$ cat src/rtl/ibex_cheri_cap_mem_seq_if.sv
// Word-wide data port between the capability sequencer (master) and the LSU-side memory (slave).
// Signal names keep the port names of the original block so that traces line up.
interface ibex_cheri_cap_mem_seq_if;
  logic        data_req_o;
  logic        data_gnt_i;
  logic        data_rvalid_i;
  logic        data_err_i;
  logic        data_we_o;
  logic [3:0]  data_be_o;
  logic [31:0] data_addr_o;
  logic [31:0] data_wdata_o;
  logic        data_wtag_o;
  logic [31:0] data_rdata_i;
  logic        data_rtag_i;

  modport master (
    output data_req_o, data_we_o, data_be_o, data_addr_o, data_wdata_o, data_wtag_o,
    input  data_gnt_i, data_rvalid_i, data_err_i, data_rdata_i, data_rtag_i
  );

  modport slave (
    input  data_req_o, data_we_o, data_be_o, data_addr_o, data_wdata_o, data_wtag_o,
    output data_gnt_i, data_rvalid_i, data_err_i, data_rdata_i, data_rtag_i
  );
endinterface

$ cat src/rtl/ibex_cheri_cap_mem_seq.sv
// Splits one CAP_W-bit capability load/store into 32-bit word beats on the data port,
// ANDs the per-word tags and reports a single done pulse with data, tag and error status.
module ibex_cheri_cap_mem_seq #(
  parameter int CAP_W = 64
) (
  input  logic                     clk_i,
  input  logic                     rst_i,
  input  logic                     cap_req_i,
  input  logic                     cap_we_i,
  input  logic [31:0]              cap_addr_i,
  input  logic [CAP_W-1:0]         cap_wdata_i,
  input  logic                     cap_wtag_i,
  output logic                     busy_o,
  output logic                     cap_done_o,
  output logic                     cap_err_o,
  output logic                     cap_misalign_o,
  output logic [CAP_W-1:0]         cap_rdata_o,
  output logic                     cap_rtag_o,
  ibex_cheri_cap_mem_seq_if.master bus
);

  localparam int NUM_BEATS = CAP_W / 32;
  localparam int BEAT_W    = $clog2(NUM_BEATS);
  localparam int ALIGN_W   = $clog2(CAP_W / 8);
  localparam logic [BEAT_W-1:0] LAST_BEAT = BEAT_W'(NUM_BEATS - 1);

  typedef enum logic [1:0] {IDLE, ADDR, RESP, DONE} state_e;

  state_e              state_r, state_s;
  logic [BEAT_W-1:0]   beat_r, beat_s;
  logic                we_r, we_s;
  logic [31:0]         base_r, base_s;
  logic [CAP_W-1:0]    wdata_r, wdata_s;
  logic                wtag_r, wtag_s;
  logic [CAP_W-1:0]    acc_r, acc_s;
  logic                tag_acc_r, tag_acc_s;
  logic                err_r, err_s;
  logic                misalign_r, misalign_s;

  logic                busy_r, done_r, cap_err_r, misalign_out_r, rtag_r;
  logic [CAP_W-1:0]    rdata_r;
  logic                data_req_r, data_we_r, data_wtag_r;
  logic [3:0]          data_be_r;
  logic [31:0]         data_addr_r, data_wdata_r;

  function automatic logic [31:0] beat_offset(input logic [BEAT_W-1:0] beat);
    return {{(30 - BEAT_W){1'b0}}, beat, 2'b00};
  endfunction

  // Next-state and accumulator update for the beat sequencer.
  always_comb begin
    state_s    = state_r;
    beat_s     = beat_r;
    we_s       = we_r;
    base_s     = base_r;
    wdata_s    = wdata_r;
    wtag_s     = wtag_r;
    acc_s      = acc_r;
    tag_acc_s  = tag_acc_r;
    err_s      = err_r;
    misalign_s = misalign_r;
    case (state_r)
      IDLE: begin
        if (cap_req_i) begin
          we_s       = cap_we_i;
          base_s     = cap_addr_i;
          wdata_s    = cap_wdata_i;
          wtag_s     = cap_wtag_i;
          beat_s     = {BEAT_W{1'b0}};
          acc_s      = {CAP_W{1'b0}};
          tag_acc_s  = 1'b1;
          err_s      = 1'b0;
          misalign_s = 1'b0;
          // A misaligned access never touches the bus.
          if (cap_addr_i[ALIGN_W-1:0] == {ALIGN_W{1'b0}}) begin
            state_s = ADDR;
          end else begin
            state_s    = DONE;
            err_s      = 1'b1;
            misalign_s = 1'b1;
          end
        end else begin
          state_s = IDLE;
        end
      end
      ADDR: begin
        if (bus.data_gnt_i) begin
          state_s = RESP;
        end else begin
          state_s = ADDR;
        end
      end
      RESP: begin
        if (bus.data_rvalid_i) begin
          if (bus.data_err_i) begin
            err_s   = 1'b1;
            state_s = DONE;
          end else begin
            if (!we_r) begin
              acc_s[{beat_r, 5'd0} +: 32] = bus.data_rdata_i;
              tag_acc_s                   = tag_acc_r & bus.data_rtag_i;
            end else begin
              tag_acc_s = tag_acc_r;
            end
            if (beat_r == LAST_BEAT) begin
              state_s = DONE;
            end else begin
              beat_s  = beat_r + 1'b1;
              state_s = ADDR;
            end
          end
        end else begin
          state_s = RESP;
        end
      end
      DONE: begin
        state_s = IDLE;
      end
      default: begin
        state_s = IDLE;
      end
    endcase
  end

  // State, context and output registers; outputs are decoded from the next state.
  always_ff @(posedge clk_i) begin
    if (rst_i) begin
      state_r        <= IDLE;
      beat_r         <= {BEAT_W{1'b0}};
      we_r           <= 1'b0;
      base_r         <= 32'd0;
      wdata_r        <= {CAP_W{1'b0}};
      wtag_r         <= 1'b0;
      acc_r          <= {CAP_W{1'b0}};
      tag_acc_r      <= 1'b0;
      err_r          <= 1'b0;
      misalign_r     <= 1'b0;
      busy_r         <= 1'b0;
      done_r         <= 1'b0;
      cap_err_r      <= 1'b0;
      misalign_out_r <= 1'b0;
      rdata_r        <= {CAP_W{1'b0}};
      rtag_r         <= 1'b0;
      data_req_r     <= 1'b0;
      data_we_r      <= 1'b0;
      data_wtag_r    <= 1'b0;
      data_be_r      <= 4'b0000;
      data_addr_r    <= 32'd0;
      data_wdata_r   <= 32'd0;
    end else begin
      state_r        <= state_s;
      beat_r         <= beat_s;
      we_r           <= we_s;
      base_r         <= base_s;
      wdata_r        <= wdata_s;
      wtag_r         <= wtag_s;
      acc_r          <= acc_s;
      tag_acc_r      <= tag_acc_s;
      err_r          <= err_s;
      misalign_r     <= misalign_s;
      busy_r         <= (state_s != IDLE);
      done_r         <= (state_s == DONE);
      cap_err_r      <= (state_s == DONE) && err_s;
      misalign_out_r <= (state_s == DONE) && misalign_s;
      // Result is only exposed for a clean load; stores and errors report zero.
      rdata_r        <= ((state_s == DONE) && !err_s && !we_s) ? acc_s : {CAP_W{1'b0}};
      rtag_r         <= (state_s == DONE) && !err_s && !we_s && tag_acc_s;
      data_req_r     <= (state_s == ADDR);
      data_we_r      <= (state_s == ADDR) && we_s;
      data_wtag_r    <= (state_s == ADDR) && we_s && wtag_s;
      data_be_r      <= 4'b1111;
      data_addr_r    <= (state_s == ADDR) ? (base_s + beat_offset(beat_s)) : 32'd0;
      data_wdata_r   <= (state_s == ADDR) ? wdata_s[{beat_s, 5'd0} +: 32] : 32'd0;
    end
  end

  assign busy_o           = busy_r;
  assign cap_done_o       = done_r;
  assign cap_err_o        = cap_err_r;
  assign cap_misalign_o   = misalign_out_r;
  assign cap_rdata_o      = rdata_r;
  assign cap_rtag_o       = rtag_r;
  assign bus.data_req_o   = data_req_r;
  assign bus.data_we_o    = data_we_r;
  assign bus.data_be_o    = data_be_r;
  assign bus.data_addr_o  = data_addr_r;
  assign bus.data_wdata_o = data_wdata_r;
  assign bus.data_wtag_o  = data_wtag_r;

endmodule
$ cat src/flat_wrapper.sv
// flat-port wrapper written by rule: the top's interface ports become plain ports
module ibex_cheri_cap_mem_seq_flat 
#(
  parameter int CAP_W = 64
)
  (clk_i, rst_i, cap_req_i, cap_we_i, cap_addr_i, cap_wdata_i, cap_wtag_i, busy_o, cap_done_o, cap_err_o, cap_misalign_o, cap_rdata_o, cap_rtag_o, bus_data_req_o, bus_data_we_o, bus_data_be_o, bus_data_addr_o, bus_data_wdata_o, bus_data_wtag_o, bus_data_gnt_i, bus_data_rvalid_i, bus_data_err_i, bus_data_rdata_i, bus_data_rtag_i);
  ibex_cheri_cap_mem_seq_if bus_i ();
  input  logic clk_i;
  input  logic rst_i;
  input  logic cap_req_i;
  input  logic cap_we_i;
  input  logic [31:0] cap_addr_i;
  input  logic [CAP_W-1:0] cap_wdata_i;
  input  logic cap_wtag_i;
  output logic busy_o;
  output logic cap_done_o;
  output logic cap_err_o;
  output logic cap_misalign_o;
  output logic [CAP_W-1:0] cap_rdata_o;
  output logic cap_rtag_o;
  output wire logic [$bits(bus_i.data_req_o)-1:0] bus_data_req_o;
  output wire logic [$bits(bus_i.data_we_o)-1:0] bus_data_we_o;
  output wire logic [$bits(bus_i.data_be_o)-1:0] bus_data_be_o;
  output wire logic [$bits(bus_i.data_addr_o)-1:0] bus_data_addr_o;
  output wire logic [$bits(bus_i.data_wdata_o)-1:0] bus_data_wdata_o;
  output wire logic [$bits(bus_i.data_wtag_o)-1:0] bus_data_wtag_o;
  input wire logic [$bits(bus_i.data_gnt_i)-1:0] bus_data_gnt_i;
  input wire logic [$bits(bus_i.data_rvalid_i)-1:0] bus_data_rvalid_i;
  input wire logic [$bits(bus_i.data_err_i)-1:0] bus_data_err_i;
  input wire logic [$bits(bus_i.data_rdata_i)-1:0] bus_data_rdata_i;
  input wire logic [$bits(bus_i.data_rtag_i)-1:0] bus_data_rtag_i;
  assign bus_data_req_o = bus_i.data_req_o;
  assign bus_data_we_o = bus_i.data_we_o;
  assign bus_data_be_o = bus_i.data_be_o;
  assign bus_data_addr_o = bus_i.data_addr_o;
  assign bus_data_wdata_o = bus_i.data_wdata_o;
  assign bus_data_wtag_o = bus_i.data_wtag_o;
  assign bus_i.data_gnt_i = bus_data_gnt_i;
  assign bus_i.data_rvalid_i = bus_data_rvalid_i;
  assign bus_i.data_err_i = bus_data_err_i;
  assign bus_i.data_rdata_i = bus_data_rdata_i;
  assign bus_i.data_rtag_i = bus_data_rtag_i;
  ibex_cheri_cap_mem_seq #(.CAP_W(CAP_W)) u_core (.clk_i(clk_i), .rst_i(rst_i), .cap_req_i(cap_req_i), .cap_we_i(cap_we_i), .cap_addr_i(cap_addr_i), .cap_wdata_i(cap_wdata_i), .cap_wtag_i(cap_wtag_i), .busy_o(busy_o), .cap_done_o(cap_done_o), .cap_err_o(cap_err_o), .cap_misalign_o(cap_misalign_o), .cap_rdata_o(cap_rdata_o), .cap_rtag_o(cap_rtag_o), .bus(bus_i));
endmodule
$ cat config.mk
export PLATFORM = sky130hd
export DESIGN_NAME = ibex_cheri_cap_mem_seq_flat
export DESIGN_NICKNAME = d
export VERILOG_FILES = /design/src/rtl/ibex_cheri_cap_mem_seq_if.sv /design/src/rtl/ibex_cheri_cap_mem_seq.sv /design/src/flat_wrapper.sv
export SDC_FILE = /design/constraint.sdc
export NUM_CORES = 1
export LEC_CHECK = 0
export CAP_MARGIN = 5
export CORE_UTILIZATION = 40
export CTS_CLUSTER_DIAMETER = 100
export DETAILED_ROUTE_END_ITERATION = 10
export PLACE_DENSITY = 0.69
export SYNTH_ARGS = -nofsm -noshare
export SYNTH_HDL_FRONTEND = slang
export SYNTH_SLANG_ARGS = --single-unit
$ cat constraint.sdc
create_clock -name clk_i -period 4.15 [get_ports clk_i]
set_input_delay 0.6225 -clock clk_i [delete_from_list [all_inputs] [get_ports clk_i]]
set_output_delay 0.6225 -clock clk_i [all_outputs]
set_load 0.1 [all_outputs]
==> metrics.md <==
| Metric | Value |
|---|---|
| DR WL/cell | `16.5 um` |
| Skew final | `0.00775 ns` |
| Power per cell area | `465 nW/um^2` |
| Initial DRT Pass Iterations | `5` |
| CTS Hold Buffers Added | `0` |
| Max rail drop VDD | `0.416 mV` |
| RR Endpoint | `u_core.bus.data_addr_o[27]$_SDFF_PP0_` |
| Min-delay src | `u_core.wdata_r[7]$_SDFF_PP0_` |
| Post-synth ARST share | `0` |
| R2R setup slack | `0.83 ns` |
| Worst min path class | `reg -> reg` |
| Drt total wl | `29800 um` |
| Crit-path most repeated cell | `nand2_1` |
| IO Pins | `277` |
| Post-route core utilization | `0.557` |
| FF+latch count, synth | `305` |
| Post-Synthesis Cells | `1211` |
| CTS Root Cell | `clkbuf_16` |
| Setup bufs post-CTS | `0` |
| Met2 Use GR | `0.326` |
| H-tree Lvls | `1` |
| Die area | `28300 um^2` |
| Drc violations | `0` |
| Drt via density | `5.15` |
| Busiest grt layer | `met2` |
| Syn Nets | `1351` |
| Layout area overhead | `36.3%` |
| Share of the yosys chip area belonging to registers | `0.553` |
| Average cell area after synthesis | `9.11 um^2` |
| Worst Hold Path Cells | `2` |
| Core Rows | `60` |
| CTS clock-pin slew for the worst setup and hold paths | `0.06 ns` |
| Relative slew slack | `0.270` |
| Via count | `9314` |
| Fin. Hold Viols | `0` |
| Largest net degree at the start of global routing | `86` |
| Top-count cell post-synth | `dfxtp_1` |
| Die Y-Extent | `168 um` |
| Num CTS Buffers | `31` |
| Crit path launch type | `register` |
| Die W | `168 um` |
| Mapped Area | `11000 um^2` |
| Hold Slack | `0.453 ns` |
| Initial antenna violation count | `2` |
| GR Util met1 | `0.262` |
| Clk buf depth | `3` |
| Status | `finished clean` |
| Vias in the first global route | `8813` |
| Core ar. | `27000 um^2` |
| Final TNS setup | `0 ns` |
| Synth top area cells | `dfxtp_1 (55%), nand2_1 (6.6%), mux2i_1 (6.3%), a21oi_1 (4.9%), nor2_1 (4.4%)` |
| GR Layer Usage met3 | `0.0724` |
| Fin crit period | `3.32 ns` |
| Worst Path Max Fanout | `15` |
| Max Fclk | `301 MHz` |
| Reg2reg start | `u_core.state_r[0]$_SDFF_PP0_` |
| Worst reg2reg path depth | `9` |
| IO buf count | `276` |
| CP Class | `reg -> reg` |
| Fraction of layout cells with a size suffix above 1 | `0.0579` |
| Post_cts resized | `0` |
| Unique cell type count in the Yosys netlist | `56` |
| Primary FF master, synth | `dfxtp_1` |
| Commonest cells in the netlist | `dfxtp_1 (305), nand2_1 (194), nor2_1 (130)` |
| Clock insertion delay at the later pin of the skew report | `0.54 ns` |
| CP Data Required Time | `4.59 ns` |
| WHS Endpoint | `u_core.wdata_r[7]$_SDFF_PP0_` |
| ANT nets after route | `0` |
| Post-synth EDFFs | `0` |
| Maxcap violations | `0` |
| Final #Nets | `1584` |
| Gr ovfl total | `0` |
| Worst-Margin Slew | `1.09 ns` |
| Global Route Usage Sum | `0.204` |
| Gpl congestion | `0.915` |
| CP endpoint kind | `register` |
| Starting density of the core | `0.408` |
| First-pass GRT wire length | `46500 um` |
| Yosys top cell area share | `0.553` |
| Initial detailed-routing violation count | `601` |
| Critical-path cell list | `or3b_4, nand2_1, nand2_1, ha_1, nand4_1, nor3_1, o221ai_2, or4_1, and3_1` |
| CTS tree | `done` |
| Leakage power | `5.28 nW` |
| Ys Warns | `0` |
| Fin crit share | `0.800` |
| Detail Placement HPWL | `19700 um` |
| Setup-failing EPs final | `0` |
| CP max-delay cell | `dfxtp_1` |
| Max incr delay on CP | `0.65 ns` |
| Slew Viols, Final | `0` |
| RSZ-0062 raised after global routing | `no` |
| Synth area leader | `dfxtp_1` |
| Clock sink count | `305` |
| Worst Path Arrival | `3.76 ns` |
[report_power, final]
| part | internal, W | switching, W | total (W) |
|---|---|---|---|
| Sequential | 0.00305 | 0.0000627 | 0.00311 |
| Clock | 0.00174 | 0.00110 | 0.00284 |
| Combinational | 0.000344 | 0.000705 | 0.00105 |
[sequential cells by signal, summed over array words and instances (netlist names), 2 cells and up]
name,count
u_core.cap_rdata_o,64
u_core.state_r,2
u_core.wdata_r,64
u_core.bus.data_wdata_o,32
u_core.bus.data_addr_o,32
u_core.base_r,32
u_core.acc_r,64
[cell type report]
type	count	area, um^2
flip-flops and latches	305	6110
repair buffers	291	2880
clock buffers	46	942
inverters	7	26.3
well taps	341	427
clock inverters	10	125
multi-input cells	808	4540
diodes	1	2.50
fillers	2408	12000
[per-stage QoR]
stage                     setup slack, ns  std cells  power [W]  cell area (um^2)
after floorplan                     0.437       1211    0.00388             11000
after global placement              0.481       1752    0.00422             14000
after detailed placement            0.359       1752    0.00423             14000
after CTS                           0.850       1808    0.00708             15000
after global routing                0.503       1809    0.00729             15000
final                               0.830       1809    0.00700             15000
[layer usage]
layer / share of wire / vias up
met3: 0.099 / 46
li1: - / 4621
met1: 0.43 / 4316
met5: 0 / -
met2: 0.45 / 331
met4: 0.021 / 0
[kinds of logic (layout without fill, tap and decap cells)]
| group | count (synthesis) | in the layout | synth area share |
|---|---|---|---|
| DFF | 305 | 305 | 0.553 |
| xor gates and xnor gates | 14 | 14 | 0.0111 |
| other | 0 | 1 | 0 |
| muxes | 73 | 73 | 0.0665 |
| AOI/OAI and AO/OA | 239 | 239 | 0.130 |
| adders and majority gates | 3 | 3 | 0.00340 |
| buffers and inverters | 98 | 354 | 0.0381 |
| and+or+nand+nor | 479 | 479 | 0.197 |
[worst max path at each step]
stage,from,to
after global routing,u_core.state_r[0]$_SDFF_PP0_,u_core.bus.data_addr_o[27]$_SDFF_PP0_
after global placement,cap_req_i,u_core.bus.data_addr_o[27]$_SDFF_PP0_
after floorplan,cap_req_i,u_core.bus.data_addr_o[27]$_SDFF_PP0_
after detailed placement,cap_req_i,u_core.bus.data_addr_o[27]$_SDFF_PP0_
final,u_core.state_r[0]$_SDFF_PP0_,u_core.bus.data_addr_o[27]$_SDFF_PP0_
after CTS,u_core.state_r[0]$_SDFF_PP0_,u_core.bus.data_addr_o[27]$_SDFF_PP0_
[cells in the final DEF (no fill, tap or decap), types with 3 or more instances in the layout]
| cell | n |
|---|---|
| clkdlybuf4s50_1 | 275 |
| nand2_1 | 194 |
| o21ai_0 | 38 |
| nand4_1 | 8 |
| mux2i_1 | 70 |
| o31a_1 | 3 |
| inv_1 | 7 |
| clkbuf_1 | 4 |
| clkbuf_8 | 11 |
| clkinv_2 | 7 |
| nor4_1 | 9 |
| clkbuf_16 | 31 |
| o21ai_1 | 3 |
| ha_1 | 3 |
| nand3_1 | 11 |
| a211oi_1 | 34 |
| bufinv_16 | 3 |
| dfxtp_1 | 305 |
| and3_1 | 7 |
| nand2b_1 | 7 |
| nor2_1 | 129 |
| o221ai_1 | 3 |
| nor2b_1 | 34 |
| and2_1 | 4 |
| nor3b_1 | 5 |
| nor3_1 | 49 |
| a21oi_1 | 107 |
| mux2_2 | 3 |
| a22oi_1 | 32 |
| buf_4 | 15 |
| xnor2_1 | 12 |
[worst max-delay path, delay by kind of cell, from the launching register on]
kind            cells  cell delay, ns
compound gates      1            0.34
flops               1            0.65
fa+ha+maj           1            0.31
simple gates        7            1.90
No activity file was read; power rests on OpenSTA's default activity.
